### src/rtl/tqvp_stevej_patter_pkg.sv
// Shared definitions for the watchdog patter peripheral.
//   - register addresses (6-bit TinyQV peripheral address space)
//   - FSM state encoding
//   - STATUS register bit positions (read fields and write-1-to-clear bits)
package tqvp_stevej_patter_pkg;

  localparam logic [5:0] ADDR_CTRL    = 6'h0;
  localparam logic [5:0] ADDR_PERIOD  = 6'h1;
  localparam logic [5:0] ADDR_WIDTH   = 6'h2;
  localparam logic [5:0] ADDR_TIMEOUT = 6'h3;
  localparam logic [5:0] ADDR_STATUS  = 6'h4;
  localparam logic [5:0] ADDR_KICK    = 6'h5;
  localparam logic [5:0] ADDR_UI      = 6'h6;

  typedef enum logic [1:0] {
    DISABLED = 2'd0,
    WAIT     = 2'd1,
    PULSE    = 2'd2,
    ACKWAIT  = 2'd3
  } state_t;

  localparam int unsigned STAT_BUSY      = 0;
  localparam int unsigned STAT_FAULT     = 1;
  localparam int unsigned STAT_MISS_LSB  = 8;
  localparam int unsigned STAT_PCNT_LSB  = 16;
  localparam int unsigned STAT_CLR_FAULT = 1;
  localparam int unsigned STAT_CLR_MISS  = 2;

endpackage

### src/rtl/tqvp_stevej_patter_core.sv
// Pat sequencer: FSM with a shared 32-bit cycle counter, ack rising-edge
// detector, fault latch, saturating miss counter and wrapping pulse counter.
// Ports:
//   clk, rst                      clock, async active-high reset
//   enable                        run request (0 forces DISABLED)
//   period, width, timeout        timing configuration
//   kick                          one-cycle immediate pulse request
//   ack, expired                  synchronised watchdog lines
//   clr_fault, clr_miss           one-cycle clear requests
//   state, fault, miss_cnt, pulse_cnt  status outputs
//
// state    | meaning
// DISABLED | idle, pat low, cnt held at 0
// WAIT     | idle gap before next pat pulse (KICK shortcuts it)
// PULSE    | pat high for max(WIDTH,1) cycles
// ACKWAIT  | waiting up to TIMEOUT cycles for the ack rising edge
module tqvp_stevej_patter_core
  import tqvp_stevej_patter_pkg::*;
#(
  parameter int MISS_W = 8,
  parameter int PCNT_W = 16
) (
  input  logic              clk,
  input  logic              rst,
  input  logic              enable,
  input  logic [31:0]       period,
  input  logic [7:0]        width,
  input  logic [15:0]       timeout,
  input  logic              kick,
  input  logic              ack,
  input  logic              expired,
  input  logic              clr_fault,
  input  logic              clr_miss,
  output state_t            state,
  output logic              fault,
  output logic [MISS_W-1:0] miss_cnt,
  output logic [PCNT_W-1:0] pulse_cnt
);

  state_t      state_q, state_d;
  logic [31:0] cnt_q, cnt_d;
  logic        ack_prev;
  logic        ack_rise;
  logic        pulse_done;
  logic        miss;
  logic [31:0] period_last, width_last, timeout_last;

  // Zero values for PERIOD/WIDTH behave as 1.
  assign period_last  = (period == 32'd0) ? 32'd0 : period - 32'd1;
  assign width_last   = (width == 8'd0) ? 32'd0 : {24'd0, width} - 32'd1;
  assign timeout_last = {16'd0, timeout} - 32'd1;
  assign ack_rise     = ack & ~ack_prev;

  always_ff @(posedge clk or posedge rst) begin
    if (rst) begin
      state_q <= DISABLED;
      cnt_q   <= 32'd0;
    end else begin
      state_q <= state_d;
      cnt_q   <= cnt_d;
    end
  end

  always_comb begin
    state_d    = state_q;
    cnt_d      = cnt_q + 32'd1;
    pulse_done = 1'b0;
    miss       = 1'b0;
    if (!enable) begin
      state_d = DISABLED;
      cnt_d   = 32'd0;
    end else begin
      case (state_q)
        DISABLED: begin
          state_d = WAIT;
          cnt_d   = 32'd0;
        end
        WAIT: begin
          if (kick || cnt_q == period_last) begin
            state_d = PULSE;
            cnt_d   = 32'd0;
          end
        end
        PULSE: begin
          if (cnt_q == width_last) begin
            state_d    = (timeout == 16'd0) ? WAIT : ACKWAIT;
            cnt_d      = 32'd0;
            pulse_done = 1'b1;
          end
        end
        ACKWAIT: begin
          // An ack on the final timeout cycle still counts as acked.
          if (ack_rise) begin
            state_d = WAIT;
            cnt_d   = 32'd0;
          end else if (cnt_q == timeout_last) begin
            state_d = WAIT;
            cnt_d   = 32'd0;
            miss    = 1'b1;
          end
        end
        default: begin
          state_d = DISABLED;
          cnt_d   = 32'd0;
        end
      endcase
    end
  end

  always_ff @(posedge clk or posedge rst) begin
    if (rst) begin
      ack_prev  <= 1'b0;
      fault     <= 1'b0;
      miss_cnt  <= '0;
      pulse_cnt <= '0;
    end else begin
      ack_prev <= ack;
      // Set takes priority over a same-cycle clear.
      if (miss || (expired && state_q != DISABLED)) fault <= 1'b1;
      else if (clr_fault)                          fault <= 1'b0;
      if (miss) begin
        if (clr_miss)              miss_cnt <= {{(MISS_W-1){1'b0}}, 1'b1};
        else if (miss_cnt != '1)   miss_cnt <= miss_cnt + 1'b1;
      end else if (clr_miss) begin
        miss_cnt <= '0;
      end
      if (pulse_done) pulse_cnt <= pulse_cnt + 1'b1;
    end
  end

  assign state = state_q;

endmodule

### src/rtl/tqvp_stevej_watchdog_patter.sv
// TinyQV peripheral top: register file, read mux and PMOD output mapping
// around the pat sequencer core.
// Ports:
//   clk, rst        clock, async active-high reset
//   ui_in           input PMOD ([0]=ack, [1]=watchdog expired)
//   uo_out          output PMOD ([2]=pat, [3]=enable, [4]=fault,
//                   [5]=ack wait, [6]=~pat, others 0)
//   address, data_in, data_write_n, data_read_n  bus interface
//   data_out, data_ready                         read data, always ready
//   user_interrupt  fault & irq_en
module tqvp_stevej_watchdog_patter
  import tqvp_stevej_patter_pkg::*;
#(
  parameter int MISS_W = 8,
  parameter int PCNT_W = 16
) (
  input  logic        clk,
  input  logic        rst,
  input  logic [7:0]  ui_in,
  output logic [7:0]  uo_out,
  input  logic [5:0]  address,
  input  logic [31:0] data_in,
  input  logic [1:0]  data_write_n,
  input  logic [1:0]  data_read_n,
  output logic [31:0] data_out,
  output logic        data_ready,
  output logic        user_interrupt
);

  logic              enable, irq_en;
  logic [31:0]       period;
  logic [7:0]        width;
  logic [15:0]       timeout;
  logic              wr, kick, clr_fault, clr_miss;
  state_t            state;
  logic              fault, pat;
  logic [MISS_W-1:0] miss_cnt;
  logic [PCNT_W-1:0] pulse_cnt;
  logic [31:0]       status;
  logic              unused_ok;

  assign wr        = (data_write_n != 2'b11);
  assign kick      = wr && (address == ADDR_KICK);
  assign clr_fault = wr && (address == ADDR_STATUS) && data_in[STAT_CLR_FAULT];
  assign clr_miss  = wr && (address == ADDR_STATUS) && data_in[STAT_CLR_MISS];

  // Timing registers are frozen while running so the FSM compares never
  // see a moving target.
  always_ff @(posedge clk or posedge rst) begin
    if (rst) begin
      enable  <= 1'b0;
      irq_en  <= 1'b0;
      period  <= 32'd0;
      width   <= 8'd0;
      timeout <= 16'd0;
    end else if (wr) begin
      case (address)
        ADDR_CTRL: begin
          enable <= data_in[0];
          irq_en <= data_in[1];
        end
        ADDR_PERIOD:  if (!enable) period  <= data_in;
        ADDR_WIDTH:   if (!enable) width   <= data_in[7:0];
        ADDR_TIMEOUT: if (!enable) timeout <= data_in[15:0];
        default: ;
      endcase
    end
  end

  tqvp_stevej_patter_core #(
    .MISS_W(MISS_W),
    .PCNT_W(PCNT_W)
  ) u_core (
    .clk       (clk),
    .rst       (rst),
    .enable    (enable),
    .period    (period),
    .width     (width),
    .timeout   (timeout),
    .kick      (kick),
    .ack       (ui_in[0]),
    .expired   (ui_in[1]),
    .clr_fault (clr_fault),
    .clr_miss  (clr_miss),
    .state     (state),
    .fault     (fault),
    .miss_cnt  (miss_cnt),
    .pulse_cnt (pulse_cnt)
  );

  assign pat = (state == PULSE);

  always_comb begin
    status                            = 32'd0;
    status[STAT_BUSY]                 = (state != DISABLED);
    status[STAT_FAULT]                = fault;
    status[STAT_MISS_LSB +: MISS_W]   = miss_cnt;
    status[STAT_PCNT_LSB +: PCNT_W]   = pulse_cnt;
  end

  always_comb begin
    data_out = 32'd0;
    case (address)
      ADDR_CTRL:    data_out = {30'd0, irq_en, enable};
      ADDR_PERIOD:  data_out = period;
      ADDR_WIDTH:   data_out = {24'd0, width};
      ADDR_TIMEOUT: data_out = {16'd0, timeout};
      ADDR_STATUS:  data_out = status;
      ADDR_UI:      data_out = {24'd0, ui_in};
      default:      data_out = 32'd0;
    endcase
  end

  assign uo_out         = {1'b0, ~pat, (state == ACKWAIT), fault, enable, pat, 2'b00};
  assign data_ready     = 1'b1;
  assign user_interrupt = fault & irq_en;
  assign unused_ok      = &{1'b0, data_read_n};

endmodule

### config.mk
export PLATFORM = sky130hd
export DESIGN_NAME = tqvp_stevej_watchdog_patter
export DESIGN_NICKNAME = d
export VERILOG_FILES = /design/src/rtl/tqvp_stevej_patter_pkg.sv /design/src/rtl/tqvp_stevej_patter_core.sv /design/src/rtl/tqvp_stevej_watchdog_patter.sv
export SDC_FILE = /design/constraint.sdc
export NUM_CORES = 1
export LEC_CHECK = 0
export BUFFER_PORTS_ARGS = -buffer_cell sky130_fd_sc_hd__buf_2
export CAP_MARGIN = 20
export CORE_MARGIN = 2
export CORE_UTILIZATION = 55
export DETAILED_ROUTE_END_ITERATION = 10
export HOLD_SLACK_MARGIN = 0.03
export PLACE_DENSITY = 0.78
export SETUP_SLACK_MARGIN = 0.5
export SYNTH_ARGS = -nofsm -noshare
export SYNTH_HDL_FRONTEND = slang
export SYNTH_SLANG_ARGS = --single-unit
export TNS_END_PERCENT = 30
### constraint.sdc
create_clock -name clk -period 5.82 [get_ports clk]
set_input_delay 1.455 -clock clk [delete_from_list [all_inputs] [get_ports clk]]
set_output_delay 1.455 -clock clk [all_outputs]
set_load 0.005 [all_outputs]
==> results_dict.tcl <==
set metrics [dict create \
    reg2reg_slack_ps 1180 \
    avgRoutedWirePerCell_um 19.50 \
    fin_area_um2 9450 \
    syn2layout_area_growth_pct 12.25 \
    place_area_um2 8850 \
    grt_start_max_net_pins 45 \
    initial_core_util_pct 55.80 \
    numCtsBuffers 17 \
    firstDrtPassIters 6 \
    vias_per_cell 6.469 \
    syn-cell-area_um2 8419 \
    die_h_um 127.7 \
    slew_headroom_pct 35.62 \
    r2r-start "period[0]" \
    num-nets-final 1044 \
    power_mw 2.815 \
    crit_type "flip-flop to flip-flop" \
    grt_setup_unrepaired "no" \
    grt_usage_pct 29.24 \
    cts_num_sinks 118 \
    yosysWarnings 0 \
    ys_seq_elements 118 \
    fmax_mhz 215.5 \
    avgSynthCellArea_um2 9.014 \
    critical-path-top-delay-family "simple AND/OR/NAND/NOR gates" \
    maxCapViolations 0 \
    drive_above_1_share_pct 20.80 \
    synth_cells 934 \
    holdBufCountCts 0 \
    finalCritPeriodShare_pct 79.75 \
    antenna_found_initial 0 \
    yosysUniqueCellTypes 79 \
    hold_viol 0 \
    clk_pin_slew_ps 60 \
    pin_count 94 \
    path_max_fanout 32 \
    ant_nets 0 \
    gr-total-overflow 0 \
    gp_congestion 1.007 \
    holdCritPathClass "flip-flop to flip-flop" \
    cts_tree "done" \
    synth-async-reset-ratio_pct 100.0 \
    drc 0 \
    post_cts.resized_instances 0 \
    num_antenna_cells 0 \
    min_to "u_core.pulse_cnt[15]" \
    synth_edf_count 0 \
    postCtsSetupBuffers 0 \
    routed_wl_mm 23.07 \
    hold_depth 1 \
    yosysSeqAreaShare_pct 35.07 \
    port_buffers 87 \
    row_count 45 \
    irDropWorstVdd_v 0.0002323 \
    slowest_delay_ps 620 \
    finalClockSkew_ps 11.89 \
    finalSetupViolCount 0 \
    slew_viol_final 0 \
    min_from "u_core.pulse_cnt[15]" \
    hold-worst-slack_ps 478.3 \
    clk_latency_ps 430 \
    crit_chain "inv_1 -> ha_1 -> or4b_1 -> or4_4 -> nor2_2 -> a221o_1 -> o2111ai_1 -> or4_1 -> a2111oi_4 -> a211oi_2 -> o211ai_4 -> buf_4 -> nor2_1" \
    endpoint_kind "flip-flop" \
    post-dp-hpwl_mm 16.80 \
    cp.required_ps 6120 \
    worstReg2RegEnd "u_core.cnt_q[25]" \
    worst_slew_pin_slew_ps 958.4 \
    grt_pass1_wl_mm 37.70 \
    leakage_nw 4.078 \
    core_area_um2 15090 \
    arrival_ps 4940 \
    drt-initial-drc-count 800 \
    die_w_um 127.7 \
    ys.flop_type "dfrtp_1" \
    num_vias 7653 \
    cp_slowest_cell "or4b_1" \
    fin_crit_ps 4641 \
    cts-root-buf "clkbuf_16" \
    final.setup.tns_ps 0 \
    grt_pass1_vias 7161 \
    reg2reg_depth 13 \
    crit_path_start_kind "flip-flop" \
    status "complete, no violations" \
    path_buf_inv 2 \
    die-area_um2 16310 \
    p_per_area_nw_per_um2 297.9 \
    final_core_util_pct 62.63 \
    cts_max_level 4 \
    clockBufferDepth 2 \
]
## state kept, by name (all words and copies together), names as in the netlist
register          cells
enable                1
u_core.miss_cnt       8
u_core.ack_prev       1
period               32
irq_en                1
width                 8
u_core.cnt_q         32
u_core.fault          1
u_core.state          2
timeout              16
u_core.pulse_cnt     16
## cell families after synthesis
group	synth area share [%]
DFF	35.07
muxes	8.828
and+or+nand+nor	23.23
buffers and inverters	5.514
AOI/OAI and AO/OA	15.38
other	0.08920
adders and majority gates	1.486
xor gates and xnor gates	10.40
## per-stage QoR
stage | instances | setup slack [ps]
floorplan | 936 | 1236
global placement | 1151 | 1285
detailed placement | 1151 | 1220
CTS | 1183 | 1201
global route | 1183 | 940.1
finish | 1183 | 1179
## cells in the final DEF, fill, tap and decap left out, types with 7 or more instances in the layout
cell type | synthesis | final
o31ai_1 | 8 | 8
mux2i_1 | 9 | 9
ha_1 | 10 | 10
xnor2_1 | 59 | 59
nor2_1 | 100 | 99
inv_1 | 35 | 34
buf_2 | 2 | 87
a221o_1 | 8 | 8
or4_1 | 8 | 8
o21ai_0 | 30 | 30
a21oi_1 | 12 | 12
a22oi_1 | 7 | 7
mux2_2 | 58 | 58
buf_4 | 8 | 10
nor2b_1 | 8 | 8
a222oi_1 | 9 | 9
nand2_1 | 52 | 52
and3_1 | 16 | 16
nand3_1 | 39 | 39
a22o_1 | 23 | 23
nand4_1 | 23 | 23
clkbuf_16 | 0 | 17
and4_1 | 10 | 10
xor2_1 | 41 | 41
nor3_1 | 38 | 37
nand2b_1 | 9 | 9
and2_1 | 8 | 8
a31oi_1 | 8 | 8
or3_1 | 14 | 14
nor4_1 | 20 | 20
dfrtp_1 | 118 | 118
## report_power, final
group	total (mW)	switching (mW)	internal (mW)
Clock	1.08	0.396	0.683
Combinational	0.674	0.372	0.302
Sequential	1.06	0.168	0.896
Total	2.82	0.936	1.88
## cells in the mapped netlist (all sizes together), types with 5 or more instances
| master | number | area, µm² |
|---|---|---|
| o21ai | 30 | 150.1 |
| a22o | 23 | 201.4 |
| mux2 | 58 | 653.1 |
| nor3 | 40 | 216.5 |
| and2 | 8 | 50.05 |
| clkbuf | 50 | 187.7 |
| nor4 | 22 | 150.1 |
| or3 | 14 | 87.58 |
| mux2i | 9 | 90.09 |
| and4 | 10 | 87.58 |
| nor2 | 101 | 381.6 |
| and3 | 16 | 100.1 |
| a31oi | 8 | 50.05 |
| a22oi | 7 | 52.55 |
| o211ai | 5 | 51.30 |
| a21oi | 12 | 60.06 |
| nor4b | 6 | 52.55 |
| inv | 35 | 131.4 |
| a221o | 8 | 80.08 |
| buf | 20 | 145.1 |
| nand4 | 23 | 143.9 |
| xnor2 | 59 | 516.8 |
| nand2b | 9 | 56.30 |
| a2111oi | 5 | 87.58 |
| a222oi | 9 | 90.09 |
| nand3 | 39 | 195.2 |
| nand2 | 52 | 195.2 |
| ha | 10 | 125.1 |
| dfrtp | 118 | 2953 |
| nor2b | 8 | 50.05 |
| xor2 | 41 | 359.1 |
| o31ai | 8 | 60.06 |
| or4 | 10 | 82.58 |
| a211oi | 6 | 50.05 |
## routing by layer
layer  up-vias  global-route usage (%)  wire length (µm)
li1       3527                       -                 -
met1      3646                   39.42              9611
met2       392                   45.42             10760
met3        88                   5.843              1787
met4         0                   13.83               910
met5         -                       0                 0
## area by class of cell
cell class / count / area, µm²
Clock inverter: 12 / 153.9
Multi-Input combinational cell: 713 / 5017
Sequential cell: 118 / 2953
Fill cell: 1258 / 5639
Timing Repair Buffer: 97 / 510.5
Inverter: 35 / 133.9
Clock buffer: 20 / 446.7
Tap cell: 188 / 235.2
## worst max-delay path by stage
stage / from / endpoint / slack [ps] / cells after the start
finish: period[0] / u_core.cnt_q[25] / 1180 / 13
global route: period[0] / u_core.cnt_q[25] / 940 / 13
CTS: period[0] / u_core.cnt_q[25] / 1200 / 13
detailed placement: period[0] / u_core.cnt_q[25] / 1220 / 13
global placement: period[0] / u_core.cnt_q[23] / 1290 / 13
floorplan: rst / enable / 1240 / 1
Note: power is estimated with default switching activity, not from simulation.
